## src/rtl/conv_pkg.sv

```systemverilog
// Shared definitions for the byte-serial link: the 32-to-8 serialiser and the
// 8-to-32 packer both take their default widths and byte order from here.
package conv_pkg;

    localparam int DEF_BYTE_W    = 8;
    localparam int DEF_WORD_W    = 32;
    localparam int N_BYTES       = DEF_WORD_W / DEF_BYTE_W;
    localparam int CNT_W         = $clog2(N_BYTES);
    localparam bit DEF_MSB_FIRST = 1'b1;

    typedef enum logic {
        IDLE    = 1'b0,
        COLLECT = 1'b1
    } state_t;

    // Lowest bit index of byte slot 'slot' inside a word; slot 0 is the first
    // byte on the wire, placed at the top or bottom of the word by msb_first.
    function automatic int slot_lsb(input int slot, input bit msb_first,
                                    input int byte_w, input int word_w);
        if (msb_first)
            return word_w - (slot + 1) * byte_w;
        else
            return slot * byte_w;
    endfunction

endpackage

```

## src/rtl/conv_8_32.sv

```systemverilog
// Byte-to-word packer: collects BYTE_W-bit bytes into WORD_W-bit words and
// pulses valid_out for one cycle per completed word. first_in realigns the
// word boundary, discarding any partial word and flagging it on align_err.
module conv_8_32
    import conv_pkg::*;
#(
    parameter int BYTE_W    = DEF_BYTE_W,
    parameter int WORD_W    = DEF_WORD_W,
    parameter bit MSB_FIRST = DEF_MSB_FIRST,
    localparam int N_SLOTS  = WORD_W / BYTE_W,
    localparam int SLOT_CW  = (N_SLOTS > 1) ? $clog2(N_SLOTS) : 1
) (
    input  logic               clk,
    input  logic               reset,
    input  logic               valid_in,
    input  logic [BYTE_W-1:0]  data_in,
    input  logic               first_in,
    output logic               valid_out,
    output logic [WORD_W-1:0]  data_out,
    output logic [SLOT_CW-1:0] byte_cnt,
    output logic               align_err
);

    localparam logic [SLOT_CW-1:0] LAST_SLOT = SLOT_CW'(N_SLOTS - 1);

    state_t              state_q;
    logic [SLOT_CW-1:0]  cnt_q;
    logic [WORD_W-1:0]   asm_q;
    logic [WORD_W-1:0]   data_out_q;
    logic                valid_q;
    logic                align_q;

    logic [WORD_W-1:0]   merged_d;
    logic [WORD_W-1:0]   restart_d;

    // Write one byte into its slot of a word, leaving other slots untouched.
    function automatic logic [WORD_W-1:0] place(input logic [WORD_W-1:0] w,
                                                input int slot,
                                                input logic [BYTE_W-1:0] b);
        logic [WORD_W-1:0] r;
        r = w;
        r[slot_lsb(slot, MSB_FIRST, BYTE_W, WORD_W) +: BYTE_W] = b;
        return r;
    endfunction

    // Candidate assembly values: current byte appended to the partial word,
    // or current byte starting a fresh word in slot 0 with other slots cleared.
    always_comb begin
        merged_d  = place(asm_q, int'(cnt_q), data_in);
        restart_d = place('0, 0, data_in);
    end

    // Packer FSM: slot counter, assembly register and registered outputs.
    always_ff @(posedge clk) begin
        if (reset) begin
            state_q    <= IDLE;
            cnt_q      <= '0;
            asm_q      <= '0;
            data_out_q <= '0;
            valid_q    <= 1'b0;
            align_q    <= 1'b0;
        end else begin
            valid_q <= 1'b0;
            align_q <= 1'b0;
            if (valid_in) begin
                case (state_q)
                    IDLE: begin
                        asm_q   <= restart_d;
                        cnt_q   <= SLOT_CW'(1);
                        state_q <= COLLECT;
                    end
                    COLLECT: begin
                        if (first_in) begin
                            // Realign: drop the partial word, this byte is slot 0.
                            align_q <= 1'b1;
                            asm_q   <= restart_d;
                            cnt_q   <= SLOT_CW'(1);
                        end else if (cnt_q == LAST_SLOT) begin
                            data_out_q <= merged_d;
                            valid_q    <= 1'b1;
                            asm_q      <= '0;
                            cnt_q      <= '0;
                            state_q    <= IDLE;
                        end else begin
                            asm_q <= merged_d;
                            cnt_q <= cnt_q + SLOT_CW'(1);
                        end
                    end
                    default: begin
                        state_q <= IDLE;
                        cnt_q   <= '0;
                    end
                endcase
            end
        end
    end

    assign valid_out = valid_q;
    assign data_out  = data_out_q;
    assign byte_cnt  = cnt_q;
    assign align_err = align_q;

endmodule

```

## config.mk

```make
export PLATFORM = sky130hd
export DESIGN_NAME = conv_8_32
export DESIGN_NICKNAME = d
export VERILOG_FILES = /design/src/rtl/conv_pkg.sv /design/src/rtl/conv_8_32.sv
export SDC_FILE = /design/constraint.sdc
export NUM_CORES = 1
export LEC_CHECK = 0
export ABC_CLOCK_PERIOD_IN_PS = 4200
export CELL_PAD_IN_SITES_DETAIL_PLACEMENT = 1
export CELL_PAD_IN_SITES_GLOBAL_PLACEMENT = 2
export CORE_MARGIN = 4
export CORE_UTILIZATION = 34
export DETAILED_ROUTE_END_ITERATION = 10
export PLACE_DENSITY_LB_ADDON = 0.1
export SETUP_SLACK_MARGIN = 0.5
export SLEW_MARGIN = 10
export SYNTH_ARGS = -nofsm -noshare
export SYNTH_HDL_FRONTEND = slang
export SYNTH_SLANG_ARGS = --single-unit
```

## constraint.sdc

```tcl
create_clock -name clk -period 4.2 [get_ports clk]
set_input_delay 0.63 -clock clk [delete_from_list [all_inputs] [get_ports clk]]
set_output_delay 0.63 -clock clk [all_outputs]
set_load 0.02 [all_outputs]
```

Word level (Yosys, flattened, before mapping)
Index checks and enable logic that the tools add are counted.
{ "classes": {"n_reduce_logical": 3, "addsub": 4, "n_eq_ne": 1, "n_bitwise": 3, "n_shift": 2, "n_mux": 12} }
{ "ops": {"columns": ["op", "count"], "rows": [
  ["two-way mux 32 bit", 2],
  ["one-hot mux 32 bit (2 select lines)", 1],
  ["negator 7 -> 33 bit", 1],
  ["variable shift 8 x 33 -> 32 bit (first input constant)", 1],
  ["indexed part select 8 x 33 -> 32 bit", 1],
  ["bitwise mux 32 bit", 1],
  ["subtractor 6 x 6 -> 7 bit (first input constant)", 1],
  ["two-way mux 1 bit", 4],
  ["two-way mux 2 bit", 2],
  ["one-hot mux 2 bit (2 select lines)", 1],
  ["AND reduction 4 bit", 1],
  ["OR reduction 4 bit", 1],
  ["adder 2 x 1 -> 3 bit (second input constant)", 1],
  ["NOT 1 bit", 3],
  ["OR reduction 3 bit", 1],
  ["adder 2 x 1 -> 2 bit (second input constant)", 1],
  ["== test 2 bit (second input constant)", 1],
  ["one-hot mux 1 bit (2 select lines)", 1]
]} }
{ "totals": {"word_cells": 31, "input_bits": 12, "out_inout_bits": 36, "regBits": 69} }

Longest topological paths before layout
{ "logic_depth": {"ltp_word": 8, "depth_mapped": 7, "ltp_nobuf": 6} }

Worst setup path after synthesis
OpenSTA, ideal clock, no wires.
{ "synth_path": {"path_type": "register -> register", "start": "reg cnt_q[0] (netlist: byte_cnt[0])", "end": "reg asm_q[15]", "path_stages_with_launch": 8, "setup_ns": 0.071, "synth_period_minus_slack_ns": 2.075, "t_arrival_ns": 2.005, "slack_ns": 2.125, "path_buffers": 1, "t_required_ns": 4.129, "cell_sequence": "dfxtp_1 -> clkbuf_1 -> inv_1 -> ha_1 -> nor3b_1 -> and3_1 -> o21ai_0 -> a21oi_1"} }
{ "synth_via": {"elab_chain_len": 8, "elab_cells_between_ends": 10, "cone_classes": "3 x add/sub; 1 x eq/ne; 2 x shift; 4 x mux"} }
{ "synth_lines": {"columns": ["element", "line_no", "rtl"], "rows": [
  ["start: declaration", "conv_8_32.sv:27", "logic [SLOT_CW-1:0] cnt_q;"],
  ["start signal: assignment", "conv_8_32.sv:86", "cnt_q <= cnt_q + SLOT_CW'(1);"],
  ["adder 2 x 1 -> 3 bit", "conv_pkg.sv:21", "return word_w - (slot + 1) * byte_w;"],
  ["subtractor 6 x 6 -> 7 bit", "conv_pkg.sv:21", null],
  ["negator 7 -> 33 bit", "conv_8_32.sv:42", "r[slot_lsb(slot, MSB_FIRST, BYTE_W, WORD_W) +: BYTE_W] = b;"],
  ["indexed part select 8 x 33 -> 32 bit / variable shift 8 x 33 -> 32 bit (equally long branches)", "conv_8_32.sv:42", null],
  ["bitwise mux 32 bit", "conv_8_32.sv:42", null],
  ["two-way mux 32 bit *", "conv_8_32.sv:78", "end else if (cnt_q == LAST_SLOT) begin"],
  ["two-way mux 32 bit *", "conv_8_32.sv:73", "if (first_in) begin"],
  ["one-hot mux 32 bit (2 select lines) *", "conv_8_32.sv:66", "case (state_q)"],
  ["end signal: assignment", "conv_8_32.sv:68", "asm_q <= restart_d;"],
  ["end signal: assignment", "conv_8_32.sv:76", "asm_q <= restart_d;"],
  ["end signal: assignment", "conv_8_32.sv:85", "asm_q <= merged_d;"],
  ["end: declaration", "conv_8_32.sv:28", "logic [WORD_W-1:0] asm_q;"]
]} }
Mark *: on every way between the ends. The rest lies on a longest branch, timed or not.
A chain may end at the register's enable or synchronous reset.

Worst setup path in the final report
{ "layout_path": {"start": "reg cnt_q[0] (netlist: byte_cnt[0])", "end": "reg data_out_q[7] (netlist: data_out[7])"} }
{ "layout_via": {"elab_chain_len": 5, "elab_cells_between_ends": 8, "cone_classes": "3 x add/sub; 1 x eq/ne; 2 x shift; 1 x mux; 1 x reduce/logical"} }
{ "layout_lines": {"columns": ["element", "line_no", "rtl"], "rows": [
  ["adder 2 x 1 -> 3 bit", "conv_pkg.sv:21", null],
  ["subtractor 6 x 6 -> 7 bit", "conv_pkg.sv:21", null],
  ["negator 7 -> 33 bit", "conv_8_32.sv:42", null],
  ["indexed part select 8 x 33 -> 32 bit / variable shift 8 x 33 -> 32 bit (equally long branches)", "conv_8_32.sv:42", null],
  ["bitwise mux 32 bit", "conv_8_32.sv:42", null],
  ["end signal: assignment", "conv_8_32.sv:79", "data_out_q <= merged_d;"],
  ["end: declaration", "conv_8_32.sv:29", "logic [WORD_W-1:0] data_out_q;"]
]} }
Parallel ways exist; a longest one is shown, timed or not.

==> results.py <==
metrics = {
    "worst_setup_path": {
        "worst-path-max-fanout": 21,
        "cp_data_arrival_time_ns": 2.86,
        "path_class": "reg -> reg",
        "start_kind": "register",
        "required_ns": 4.42,
        "crit_path_end_kind": "register",
    },
    "synthesis": {
        "ys.flop_type": "dfxtp_1",
        "async_reset_ff_share_pct": 0,
        "synth_edf_count": 0,
        "avgSynthCellArea_um2": 8.40,
        "synth_area_um2": 2920,
        "yosysSeqAreaShare_pct": 47.3,
        "synth.top_cell.area_share_pct": 47.3,
        "synth_area_leader_cell": "dfxtp_1",
        "ys_top_cells_by_count": "dfxtp_1 (69), nor2_1 (56), inv_1 (25), nor3_1 (22), a21oi_1 (19)",
        "synthesis.nets": 365,
        "ys_ff_latch": 69,
        "postSynthCellCount": 348,
        "synth_cell_types": 38,
        "ys_top_cells_by_area": "dfxtp_1 (47%), nor2_1 (7.2%), nor3_1 (3.8%), nor2b_1 (3.6%), o22ai_1 (3.6%)",
        "ys_warn_count": 0,
        "synth.most_common_cell": "dfxtp_1",
    },
    "route": {
        "routed_via_density": 5.05,
        "vias": 2515,
        "avgRoutedWirePerCell_um": 16.0,
        "drc": 0,
        "drt_iter0_drc": 73,
        "ant_nets": 0,
        "drtPass1Iterations": 4,
        "drt_wl_total_mm": 7.96,
    },
    "finish": {
        "area_growth_pct": 25.1,
        "final_nets": 405,
        "fillers": 1011,
        "antenna_cells": 0,
        "drive_above_1_share_pct": 6.36,
    },
    "sta": {
        "period_share_pct": 62.8,
        "final-setup-viol-count": 0,
        "slew_violations": 0,
        "tns_ns": 0,
        "worst_pin_slew_ns": 0.809,
        "finalHoldViolations": 0,
        "hold_ws_ns": 0.459,
        "rsz0062_at_grt": "false",
        "max_freq_mhz": 379,
        "max_slew_margin_pct": 45.9,
        "fin_skew_ns": 0.00779,
        "min_period_ns": 2.64,
    },
    "clock_tree": {
        "clkSinkCount": 69,
        "cts_tree": "done",
        "cts_inserted_buffers": 9,
        "cts_hold_buffers": 0,
        "post-cts-setup-buffers": 0,
        "clk_pin_slew_ns": 0.08,
        "clk_latency_ns": 0.34,
        "clock_path_buffers": 2,
        "htree_levels": 3,
        "cts.repair.resized": 0,
        "root_buffer": "clkbuf_8",
    },
    "die": {
        "fp.dieArea_um2": 10100,
        "rows": 33,
        "ios": 48,
        "core_area_um2": 8300,
        "die_h_um": 101,
        "dieWidth_um": 101,
        "initial_core_util_pct": 35.2,
    },
    "placed_design": {
        "hpwl_mm": 5.43,
        "routabilityCongestion": 0.710,
        "io_buffers": 47,
    },
    "power_and_ir_drop": {
        "pwr-share-seq_pct": 51.7,
        "pwr-share-clk_pct": 40.7,
        "switching_share_pct": 24.7,
        "p_comb_share_pct": 7.5,
        "internal_power_uw": 971,
        "max-vdd-ir-drop_uv": 147,
        "p_switching_uw": 318,
        "leakage_uw": 0.00137,
        "powerDensity_nw_per_um2": 353,
    },
    "worst_hold_path": {
        "worst_hold_path_type": "reg -> reg",
    },
    "global_routing": {
        "grt_overflow": 0,
        "grt_pass1_vias": 2656,
        "antenna_found_initial": 0,
        "grt_max_degree": 37,
        "grt_first_pass_wirelength_mm": 13.6,
        "grt_use_total_pct": 17.1,
    },
    "status": {
        "outcome": "finished clean",
    },
    "job": {
        "max_cap_viol_count": 0,
    },
}
-- layout make-up --
class / instances / area [µm²] / area share (%)
inverter: 25 / 93.8 / 2.57
multi-input combinational: 231 / 1360 / 37.2
sequential: 69 / 1380 / 37.8
timing repair buffer: 52 / 503 / 13.8
tap: 105 / 131 / 3.59
clock inverter: 4 / 48.8 / 1.34
clock buffer: 12 / 135 / 3.70
-- path summary, 6_finish.rpt --
path,cells past startpoint,endpoint,from,slack (ns)
worst min register to register,2,data_out[20],data_out[20],0.46
worst max register to register,5,data_out[7],byte_cnt[0],1.56
worst max-delay path,5,data_out[7],byte_cnt[0],1.56
worst min-delay path,2,data_out[20],data_out[20],0.46
-- registers in the layout, indices dropped and copies added (netlist names) --
name,cells
valid_out,1
align_err,1
data_out,32
state_q,1
byte_cnt,2
asm_q,32
-- layout by cell type (no fill, tap or decap), drive strengths merged, types with 3 or more instances in the layout --
cell type and n:
a211oi 6, a21oi 20, a22o 4, a2bb2oi 3, a31oi 6, and2 8
and3 8, buf 6, clkbuf 12, clkdlybuf4s50 46, clkinv 3, dfxtp 69
ha 5, inv 25, mux2i 6, nand2 5, nand2b 10, nor2 57
nor2b 17, nor3 23, nor3b 7, o21a 3, o21ai 11, o22ai 17
-- layer usage --
layer	up-vias	track usage [%]	share of wire, %
met1	1202	23.0	51
li1	1263	-	-
met3	10	2.63	3.3
met4	0	6.84	1.6
met5	-	0	0
met2	40	27.5	44
-- cell families (layout without fill, tap and decap cells) --
kind of cell	Yosys count	after routing	synth area share, %
AOI/OAI and AO/OA	77	77	16.8
muxes	6	6	2.06
buffers and inverters	48	93	6.34
and+or+nand+nor	143	143	25.4
adders and majority gates	5	5	2.14
DFF	69	69	47.3
-- power groups by stage --
stage / Sequential (µW) / Combinational (µW) / Clock, µW
after floorplan: 681 / 58.4 / 0
after CTS: 667 / 98.3 / 542
final: 667 / 97.3 / 525
after detailed placement: 683 / 97.9 / 0
after global routing: 668 / 108 / 569
after global placement: 682 / 97.3 / 0
-- worst max-delay path: stages (launching register included) --
cell	delay, ns
dfxtp_1	0.59
ha_1	0.50
nand4b_1	0.65
buf_4	0.45
nor2_1	0.24
nor3_1	0.08
-- through the flow --
stage	worst slack, ns	util, %	power, µW	area (µm²)	std cells
5_1_grt	1.31	44.0	1350	3650	498
6_report	1.56	44.0	1290	3650	498
2_1_floorplan	2.12	-	740	2920	348
4_1_cts	1.55	44.0	1310	3650	498
3_5_place_dp	1.41	41.8	780	3470	482
3_3_place_gp	1.37	41.8	780	3470	482
Power figures use the tool's default switching activity.
